--- src/rtl/autotest_seq_if.sv ---
`default_nettype none
// ============================================================================
// Module   : autotest_seq_if
// Brief    : Command/status bundle between the autotest sequencer and the
//            sdspi host controller.
// Revision : 1.0 - initial release
// ============================================================================
interface autotest_seq_if;
    logic        spi_busy;
    logic        spi_err;
    logic [7:0]  spi_data_out;
    logic [31:0] spi_block_addr;
    logic        spi_r_block;
    logic        spi_r_byte;
    logic        spi_w_block;
    logic        spi_w_byte;
    logic        spi_rst;
    logic [7:0]  spi_data_in;

    modport master (
        input  spi_busy, spi_err, spi_data_out,
        output spi_block_addr, spi_r_block, spi_r_byte, spi_w_block,
               spi_w_byte, spi_rst, spi_data_in
    );

    modport slave (
        output spi_busy, spi_err, spi_data_out,
        input  spi_block_addr, spi_r_block, spi_r_byte, spi_w_block,
               spi_w_byte, spi_rst, spi_data_in
    );
endinterface
`default_nettype wire

--- src/rtl/autotest_seq.sv ---
`default_nettype none
// ============================================================================
// Module   : autotest_seq
// Brief    : Reads test descriptors from SD, runs the UUT, writes result
//            records back. Macro AUTOTEST_TIMEOUT_EN enables the run timeout.
// Revision : 1.0 - initial release
// ============================================================================
module autotest_seq #(
    parameter int          N_PARAM_BYTES  = 6,
    parameter logic [31:0] SIGNATURE      = 32'hAABBCCDD,
    parameter logic [31:0] BASE_BLOCK     = 32'h00100000,
    parameter int          BLOCK_BYTES    = 512,
    parameter logic [31:0] TIMEOUT_CYCLES = 32'h06E00000,
    parameter logic [31:0] SETTLE_CYCLES  = 32'h000F0000
) (
    input  wire                          clk,
    input  wire                          rst,
    autotest_seq_if.master               sd,
    output logic                         uut_ctrl_mux,
    output logic                         uut_rst,
    output logic                         uut_start,
    output logic [8*N_PARAM_BYTES-1:0]   uut_params,
    input  wire                          uut_finish,
    output logic                         done,
    output logic                         err,
    output logic [31:0]                  blk_idx,
    output logic [4:0]                   state_dbg
);

    typedef enum logic [4:0] {
        S_IDLE    = 5'd0,  S_HRST    = 5'd1,  S_HRST_W  = 5'd2,  S_RBLK    = 5'd3,
        S_RBLK_W  = 5'd4,  S_RBYTE   = 5'd5,  S_RBYTE_W = 5'd6,  S_CHECK   = 5'd7,
        S_START   = 5'd8,  S_RUN     = 5'd9,  S_SETTLE  = 5'd10, S_WBLK    = 5'd11,
        S_WBYTE   = 5'd12, S_WREQ    = 5'd13, S_WBYTE_W = 5'd14, S_WCOMMIT = 5'd15,
        S_DONE    = 5'd16
    } state_t;

    localparam logic [31:0] c_last_rd = 32'(N_PARAM_BYTES + 3);
    localparam logic [31:0] c_status  = 32'(N_PARAM_BYTES + 4);
    localparam logic [31:0] c_tim0    = 32'(N_PARAM_BYTES + 5);
    localparam logic [31:0] c_last_wr = 32'(BLOCK_BYTES - 1);

    state_t                        r_state, w_state_nxt;
    logic [31:0]                   r_blk_idx;
    logic [31:0]                   r_sig;
    logic [8*N_PARAM_BYTES-1:0]    r_params;
    logic [31:0]                   r_timer;
    logic [31:0]                   r_settle_cnt;
    logic [31:0]                   r_byte_cnt;
    logic [7:0]                    r_data_in;
    logic                          r_timeout;
    logic                          r_err_seen;
    logic                          r_err;
    logic                          w_timeout_hit;
    logic                          w_sd_state;
    logic [7:0]                    w_rec_byte;

`ifdef AUTOTEST_TIMEOUT_EN
    assign w_timeout_hit = (r_timer == TIMEOUT_CYCLES);
`else
    // Timeout disabled: never fires, the run waits for uut_finish only.
    assign w_timeout_hit = 1'b0 && (r_timer == TIMEOUT_CYCLES);
`endif

    assign w_sd_state = ((r_state >= S_HRST) && (r_state <= S_RBYTE_W)) ||
                        ((r_state >= S_WBLK) && (r_state <= S_WCOMMIT));

    assign sd.spi_block_addr = BASE_BLOCK + r_blk_idx;
    assign sd.spi_data_in    = r_data_in;
    assign uut_params        = r_params;
    assign blk_idx           = r_blk_idx;
    assign err               = r_err;
    assign state_dbg         = r_state;

    // Result record: signature, params, status, big-endian timer, zero fill.
    always_comb begin
        w_rec_byte = 8'h00;
        for (int k = 0; k < 4; k++)
            if (r_byte_cnt == 32'(k)) w_rec_byte = r_sig[8*(3-k) +: 8];
        for (int k = 0; k < N_PARAM_BYTES; k++)
            if (r_byte_cnt == 32'(4 + k)) w_rec_byte = r_params[8*(N_PARAM_BYTES-1-k) +: 8];
        if (r_byte_cnt == c_status) w_rec_byte = {6'b0, r_err_seen, r_timeout};
        for (int k = 0; k < 4; k++)
            if (r_byte_cnt == c_tim0 + 32'(k)) w_rec_byte = r_timer[8*(3-k) +: 8];
    end

    always_ff @(posedge clk or negedge rst) begin
        if (!rst) r_state <= S_IDLE;
        else      r_state <= w_state_nxt;
    end

    always_comb begin
        w_state_nxt    = r_state;
        sd.spi_rst     = 1'b0;
        sd.spi_r_block = 1'b0;
        sd.spi_r_byte  = 1'b0;
        sd.spi_w_block = 1'b0;
        sd.spi_w_byte  = 1'b0;
        uut_rst        = 1'b1;
        uut_ctrl_mux   = 1'b0;
        uut_start      = 1'b0;
        done           = 1'b0;
        case (r_state)
            S_IDLE:    w_state_nxt = S_HRST;
            S_HRST: begin
                sd.spi_rst = 1'b1;
                if (sd.spi_busy) w_state_nxt = S_HRST_W;
            end
            S_HRST_W:  if (!sd.spi_busy) w_state_nxt = S_RBLK;
            S_RBLK: begin
                sd.spi_r_block = 1'b1;
                if (sd.spi_busy) w_state_nxt = S_RBLK_W;
            end
            S_RBLK_W: begin
                sd.spi_r_block = 1'b1;
                if (!sd.spi_busy) w_state_nxt = S_RBYTE;
            end
            S_RBYTE: begin
                sd.spi_r_block = 1'b1;
                sd.spi_r_byte  = 1'b1;
                if (sd.spi_busy) w_state_nxt = S_RBYTE_W;
            end
            S_RBYTE_W: begin
                sd.spi_r_block = 1'b1;
                if (!sd.spi_busy)
                    w_state_nxt = (r_byte_cnt == c_last_rd) ? S_CHECK : S_RBYTE;
            end
            S_CHECK: begin
                uut_rst      = 1'b0;
                uut_ctrl_mux = 1'b1;
                w_state_nxt  = (r_sig == SIGNATURE) ? S_START : S_DONE;
            end
            S_START: begin
                uut_rst      = 1'b0;
                uut_ctrl_mux = 1'b1;
                uut_start    = 1'b1;
                w_state_nxt  = S_RUN;
            end
            S_RUN: begin
                uut_rst      = 1'b0;
                uut_ctrl_mux = 1'b1;
                uut_start    = 1'b1;
                if (uut_finish || w_timeout_hit) w_state_nxt = S_SETTLE;
            end
            S_SETTLE: begin
                uut_rst      = 1'b0;
                uut_ctrl_mux = 1'b1;
                if ((r_settle_cnt == SETTLE_CYCLES) && !sd.spi_busy) w_state_nxt = S_WBLK;
            end
            S_WBLK: begin
                sd.spi_w_block = 1'b1;
                if (!sd.spi_busy) w_state_nxt = S_WBYTE;
            end
            S_WBYTE: begin
                sd.spi_w_block = 1'b1;
                w_state_nxt    = S_WREQ;
            end
            S_WREQ: begin
                sd.spi_w_block = 1'b1;
                sd.spi_w_byte  = 1'b1;
                if (sd.spi_busy) w_state_nxt = S_WBYTE_W;
            end
            S_WBYTE_W: begin
                sd.spi_w_block = 1'b1;
                if (!sd.spi_busy)
                    w_state_nxt = (r_byte_cnt == c_last_wr) ? S_WCOMMIT : S_WBYTE;
            end
            S_WCOMMIT: if (!sd.spi_busy) w_state_nxt = S_IDLE;
            S_DONE:    done = 1'b1;
            default:   w_state_nxt = S_IDLE;
        endcase
        if (w_sd_state && sd.spi_err) w_state_nxt = S_DONE;
    end

    always_ff @(posedge clk or negedge rst) begin
        if (!rst) begin
            r_blk_idx    <= 32'd0;
            r_sig        <= 32'd0;
            r_params     <= '0;
            r_timer      <= 32'd0;
            r_settle_cnt <= 32'd0;
            r_byte_cnt   <= 32'd0;
            r_data_in    <= 8'hFF;
            r_timeout    <= 1'b0;
            r_err_seen   <= 1'b0;
            r_err        <= 1'b0;
        end else begin
            if (w_sd_state && sd.spi_err) r_err <= 1'b1;
            if ((r_state >= S_CHECK) && (r_state <= S_SETTLE) && sd.spi_err) r_err_seen <= 1'b1;
            case (r_state)
                S_IDLE: begin
                    r_sig        <= 32'd0;
                    r_params     <= '0;
                    r_timer      <= 32'd0;
                    r_settle_cnt <= 32'd0;
                    r_byte_cnt   <= 32'd0;
                    r_timeout    <= 1'b0;
                    r_err_seen   <= 1'b0;
                end
                S_RBYTE_W: if (!sd.spi_busy && !sd.spi_err) begin
                    for (int k = 0; k < 4; k++)
                        if (r_byte_cnt == 32'(k)) r_sig[8*(3-k) +: 8] <= sd.spi_data_out;
                    for (int k = 0; k < N_PARAM_BYTES; k++)
                        if (r_byte_cnt == 32'(4 + k))
                            r_params[8*(N_PARAM_BYTES-1-k) +: 8] <= sd.spi_data_out;
                    r_byte_cnt <= r_byte_cnt + 32'd1;
                end
                S_CHECK:  r_byte_cnt <= 32'd0;
                S_START:  r_timer    <= 32'd0;
                S_RUN: begin
                    r_settle_cnt <= 32'd0;
                    // Finish has priority over a coincident timeout; timer freezes on exit.
                    if (!uut_finish && w_timeout_hit) r_timeout <= 1'b1;
                    if (!uut_finish && !w_timeout_hit && (r_timer != 32'hFFFF_FFFF))
                        r_timer <= r_timer + 32'd1;
                end
                S_SETTLE: if (r_settle_cnt != SETTLE_CYCLES) r_settle_cnt <= r_settle_cnt + 32'd1;
                S_WBYTE:  r_data_in <= w_rec_byte;
                S_WBYTE_W: if (!sd.spi_busy && !sd.spi_err) r_byte_cnt <= r_byte_cnt + 32'd1;
                S_WCOMMIT: if (!sd.spi_busy && !sd.spi_err) r_blk_idx <= r_blk_idx + 32'd1;
                default: ;
            endcase
        end
    end

endmodule
`default_nettype wire
--- src/flat_wrapper.sv ---
// flat-port wrapper written by rule: the top's interface ports become plain ports
module autotest_seq_flat 
#(
    parameter int          N_PARAM_BYTES  = 6,
    parameter logic [31:0] SIGNATURE      = 32'hAABBCCDD,
    parameter logic [31:0] BASE_BLOCK     = 32'h00100000,
    parameter int          BLOCK_BYTES    = 512,
    parameter logic [31:0] TIMEOUT_CYCLES = 32'h06E00000,
    parameter logic [31:0] SETTLE_CYCLES  = 32'h000F0000
)
  (clk, rst, uut_ctrl_mux, uut_rst, uut_start, uut_params, uut_finish, done, err, blk_idx, state_dbg, sd_spi_busy, sd_spi_err, sd_spi_data_out, sd_spi_block_addr, sd_spi_r_block, sd_spi_r_byte, sd_spi_w_block, sd_spi_w_byte, sd_spi_rst, sd_spi_data_in);
  autotest_seq_if sd_i ();
  input  wire clk;
  input  wire rst;
  output logic uut_ctrl_mux;
  output logic uut_rst;
  output logic uut_start;
  output logic [8*N_PARAM_BYTES-1:0] uut_params;
  input  wire uut_finish;
  output logic done;
  output logic err;
  output logic [31:0] blk_idx;
  output logic [4:0] state_dbg;
  input wire logic [$bits(sd_i.spi_busy)-1:0] sd_spi_busy;
  input wire logic [$bits(sd_i.spi_err)-1:0] sd_spi_err;
  input wire logic [$bits(sd_i.spi_data_out)-1:0] sd_spi_data_out;
  output wire logic [$bits(sd_i.spi_block_addr)-1:0] sd_spi_block_addr;
  output wire logic [$bits(sd_i.spi_r_block)-1:0] sd_spi_r_block;
  output wire logic [$bits(sd_i.spi_r_byte)-1:0] sd_spi_r_byte;
  output wire logic [$bits(sd_i.spi_w_block)-1:0] sd_spi_w_block;
  output wire logic [$bits(sd_i.spi_w_byte)-1:0] sd_spi_w_byte;
  output wire logic [$bits(sd_i.spi_rst)-1:0] sd_spi_rst;
  output wire logic [$bits(sd_i.spi_data_in)-1:0] sd_spi_data_in;
  assign sd_i.spi_busy = sd_spi_busy;
  assign sd_i.spi_err = sd_spi_err;
  assign sd_i.spi_data_out = sd_spi_data_out;
  assign sd_spi_block_addr = sd_i.spi_block_addr;
  assign sd_spi_r_block = sd_i.spi_r_block;
  assign sd_spi_r_byte = sd_i.spi_r_byte;
  assign sd_spi_w_block = sd_i.spi_w_block;
  assign sd_spi_w_byte = sd_i.spi_w_byte;
  assign sd_spi_rst = sd_i.spi_rst;
  assign sd_spi_data_in = sd_i.spi_data_in;
  autotest_seq #(.N_PARAM_BYTES(N_PARAM_BYTES), .SIGNATURE(SIGNATURE), .BASE_BLOCK(BASE_BLOCK), .BLOCK_BYTES(BLOCK_BYTES), .TIMEOUT_CYCLES(TIMEOUT_CYCLES), .SETTLE_CYCLES(SETTLE_CYCLES)) u_core (.clk(clk), .rst(rst), .sd(sd_i), .uut_ctrl_mux(uut_ctrl_mux), .uut_rst(uut_rst), .uut_start(uut_start), .uut_params(uut_params), .uut_finish(uut_finish), .done(done), .err(err), .blk_idx(blk_idx), .state_dbg(state_dbg));
endmodule
--- config.mk ---
export PLATFORM = sky130hd
export DESIGN_NAME = autotest_seq_flat
export DESIGN_NICKNAME = d
export VERILOG_FILES = /design/src/rtl/autotest_seq_if.sv /design/src/rtl/autotest_seq.sv /design/src/flat_wrapper.sv
export SDC_FILE = /design/constraint.sdc
export NUM_CORES = 1
export LEC_CHECK = 0
export ABC_AREA = 1
export CAP_MARGIN = 20
export CORE_ASPECT_RATIO = 1.5
export CORE_MARGIN = 4
export CORE_UTILIZATION = 41
export DETAILED_ROUTE_END_ITERATION = 16
export PLACE_DENSITY = 0.6
export REMOVE_ABC_BUFFERS = 1
export SYNTH_ARGS = -nofsm -noshare
export SYNTH_HDL_FRONTEND = slang
export SYNTH_SLANG_ARGS = --single-unit
--- constraint.sdc ---
create_clock -name clk -period 2.3 [get_ports clk]
set_input_delay 0.575 -clock clk [delete_from_list [all_inputs] [get_ports clk]]
set_output_delay 0.575 -clock clk [all_outputs]
set_load 0.05 [all_outputs]
==> results of run 1 <==
## power breakdown
group | total, mW | switching (mW) | internal (mW)
Clock | 3.87 | 1.65 | 2.22
Sequential | 4.43 | 0.246 | 4.18
Combinational | 5.72 | 3.63 | 2.09
Total | 14.0 | 5.53 | 8.49
## metal layers
| metal | routed length [µm] | track usage (%) | vias up |
|---|---|---|---|
| li1 | - | - | 6507 |
| met1 | 16700 | 29.1 | 6450 |
| met2 | 23500 | 45.1 | 436 |
| met3 | 2090 | 2.68 | 120 |
| met4 | 2210 | 11.7 | 0 |
| met5 | 0 | 0 | - |
## kinds of logic after synthesis
group,Yosys count
compound gates,313
xor+xnor,50
fa+ha+maj,9
buf+inv,285
simple gates,773
flops,223
mux,4
## synth_stat cells, types with 8 or more instances
master    instances
xnor2_1          12
inv_2            24
nor3_1           53
nor2_4           12
o31ai_1          10
nor2_2           26
o21ai_0         128
xor2_1           38
nor4_1           22
dfstp_2           8
o22ai_1          16
buf_4            20
nor2_1          153
a21oi_1         120
nand4_1          36
ha_1              9
dfrtp_1         215
nand2_1         354
inv_1           210
nand3_1          69
clkbuf_1         26
nand2_2          11
## layout make-up
type,instances,area (µm²)
Clock buffer,31,648
Clock inverter,12,119
Fill cell,2514,10300
Inverter,236,911
Multi-Input combinational cell,1149,7230
Sequential cell,223,5600
Tap cell,400,500
Timing Repair Buffer,560,5030
## critical path, stage by stage, from the launching register on
cell and delay [ns]:
dfrtp_1 0.39, nand2_2 0.08, nor3_4 0.29, nand3_2 0.15
or2_4 0.29, xnor2_4 0.20, buf_12 0.16
## sequential cells by signal, summed over array words and instances, names as in the netlist
| register | count |
|---|---|
| u_core.state_dbg | 5 |
| u_core.r_settle_cnt | 32 |
| u_core.uut_params | 48 |
| u_core.r_err_seen | 1 |
| u_core.r_timer | 32 |
| u_core.err | 1 |
| u_core.blk_idx | 32 |
| u_core.sd.spi_data_in | 8 |
| u_core.r_sig | 32 |
| u_core.r_byte_cnt | 32 |
## per-stage QoR
stage | TNS [ns] | setup slack [ns] | hold slack (ns) | cell area, µm² | std cells
finish | -10.20 | -0.362 | 0.470 | 20000 | 2611
global route | -24.68 | -0.483 | 0.493 | 20000 | 2611
CTS | -6.62 | -0.269 | 0.474 | 19000 | 2570
detailed placement | -29.34 | -0.538 | 0.464 | 16800 | 2448
global placement | -33.69 | -0.573 | 0.457 | 16800 | 2448
floorplan | -40.38 | -1.24 | 0.279 | 12400 | 1608
## path summary, 6_finish.rpt
| check | start | to | slack, ns |
|---|---|---|---|
| min | u_core.sd.spi_data_in[0] | u_core.sd.spi_data_in[0] | 0.47 |
| min in group asynchronous | rst | u_core.r_byte_cnt[19] | 0.57 |
| min reg2reg | u_core.sd.spi_data_in[0] | u_core.sd.spi_data_in[0] | 0.47 |
| max reg2reg | u_core.r_byte_cnt[14] | u_core.sd.spi_data_in[1] | -0.29 |
| max | u_core.blk_idx[21] | sd_spi_block_addr[31] | -0.36 |
| max in group asynchronous | rst | u_core.r_sig[15] | 0.99 |
## what timing repair did
item	4_1_cts	5_1_grt
buffers inserted	80	65
cloned	2	5
hold buffers	1	0
endpoints found under the hold margin	6	0
resized for setup	345	203
pin swaps	75	71
setup endpoints to repair	184	182
## placed cells by master, fill, tap and decap left out, drive strengths merged, types with 32 or more instances in the layout
cell,netlist,routed
buf,23,446
nand2,367,367
inv,234,233
dfrtp,215,215
nor2,191,191
o21ai,136,136
a21oi,121,121
dlygate4sd2,0,95
nand3,75,75
nor3,63,63
nand4,39,39
xor2,38,38
clkbuf,26,32
==> impl_metrics.tcl, run 1 <==
set metrics [dict create \
    status "finished, violations left" \
    violations "negative setup slack" \
    drt_iter0_markers 553 \
    criticalPathCategory "flip-flop to output pin" \
    rows 78 \
    ys_warn_count 0 \
    clock-sinks 223 \
    num_vias 13513 \
    synthAdderAreaFrac_pct 0.890 \
    grt_pass1_vias 13657 \
    grt_max_degree 58 \
    yosys.area_share.simple_pct 28.6 \
    ys_types 56 \
    wl_per_cell_um 17.1 \
    syn_to_final_growth_pct 58.3 \
    synth_edf_count 0 \
    cp_max_fo 2 \
    dp_hpwl_mm 31.2 \
    synthXorXnorAreaFrac_pct 3.46 \
    ir_drop_v 0.000747 \
    synth_top_area_cell "dfrtp_1" \
    die_area_um2 33800 \
    fmax_mhz 376 \
    clock_latency_ns 0.53 \
    ys_seq_elements 223 \
    holdPathStages 2 \
    gp_congestion 0.920 \
    slew_headroom_pct 58.1 \
    htree_levels 1 \
    routed_wl_mm 44.6 \
    drv_slew 0 \
    clk_pin_slew_ns 0.06 \
    drc 0 \
    clock-root-buffer "clkbuf_16" \
    io_buffers 147 \
    coreArea_um2 30400 \
    synthArstFlopShare_pct 100 \
    critPathLaunchType "flip-flop" \
    chipWidth_um 151 \
    vias_per_cell 5.18 \
    grt-ovfl-total 0 \
    ios 148 \
    synth_area_leaders "dfrtp_1 43%, nand2_1 11%, inv_1 6.2%" \
    synth_top_cell_area_share_pct 42.5 \
    firstDrtPassIters 5 \
    worst_slack_ns -0.362 \
    syn-cell-area_um2 12700 \
    synth_cells 1657 \
    track_usage_pct 25.0 \
    initial_core_util_pct 41.7 \
    ant_nets 0 \
    syn_area_per_cell_um2 7.64 \
    fin_skew_ns 0.0121 \
    finalHoldViolCount 0 \
    antenna_cells 0 \
    drv_cap 0 \
    critPathCaptureType "output pin" \
    cellPowerDensity_nw_per_um2 700 \
    drive_gt1_share_pct 36.8 \
    synth_compound_area_share_pct 13.4 \
    fin_nets 2216 \
    arrival_ns 2.09 \
    synth_mux_area_share_pct 0.326 \
    r2r_cells 26 \
    power_leakage_nw 9.60 \
    cts_buffers 24 \
    fin_crit_sh_pct 116 \
    min_period_ns 2.66 \
    cts.path.max_buffers 3 \
    cts_tree "done" \
    synth_top_family_by_area "simple AND/OR/NAND/NOR gates" \
    rsz0062_at_grt "yes" \
    tightest_slew_ns 0.627 \
    power_mw 14.0 \
    grt_pass1_wl_mm 68.3 \
    required_ns 1.73 \
    die_h_um 223 \
    antenna_found_initial 0 \
    report.final.setup_viol 76 \
    post-route-util_pct 66.0 \
    ys_seq_area_share_pct 44.2 \
    hp-class "flip-flop to flip-flop" \
    synthFlopType "dfrtp_1" \
]
Note: power is estimated with default switching activity, not from simulation.
==> run 2: changes to the inputs <==
Settings changed: ABC_CLOCK_PERIOD_IN_PS set to 2300, SLEW_MARGIN set to 25.
==> results of run 2 <==
No change in the layout: final DEF, timing and power equal those of run 1.
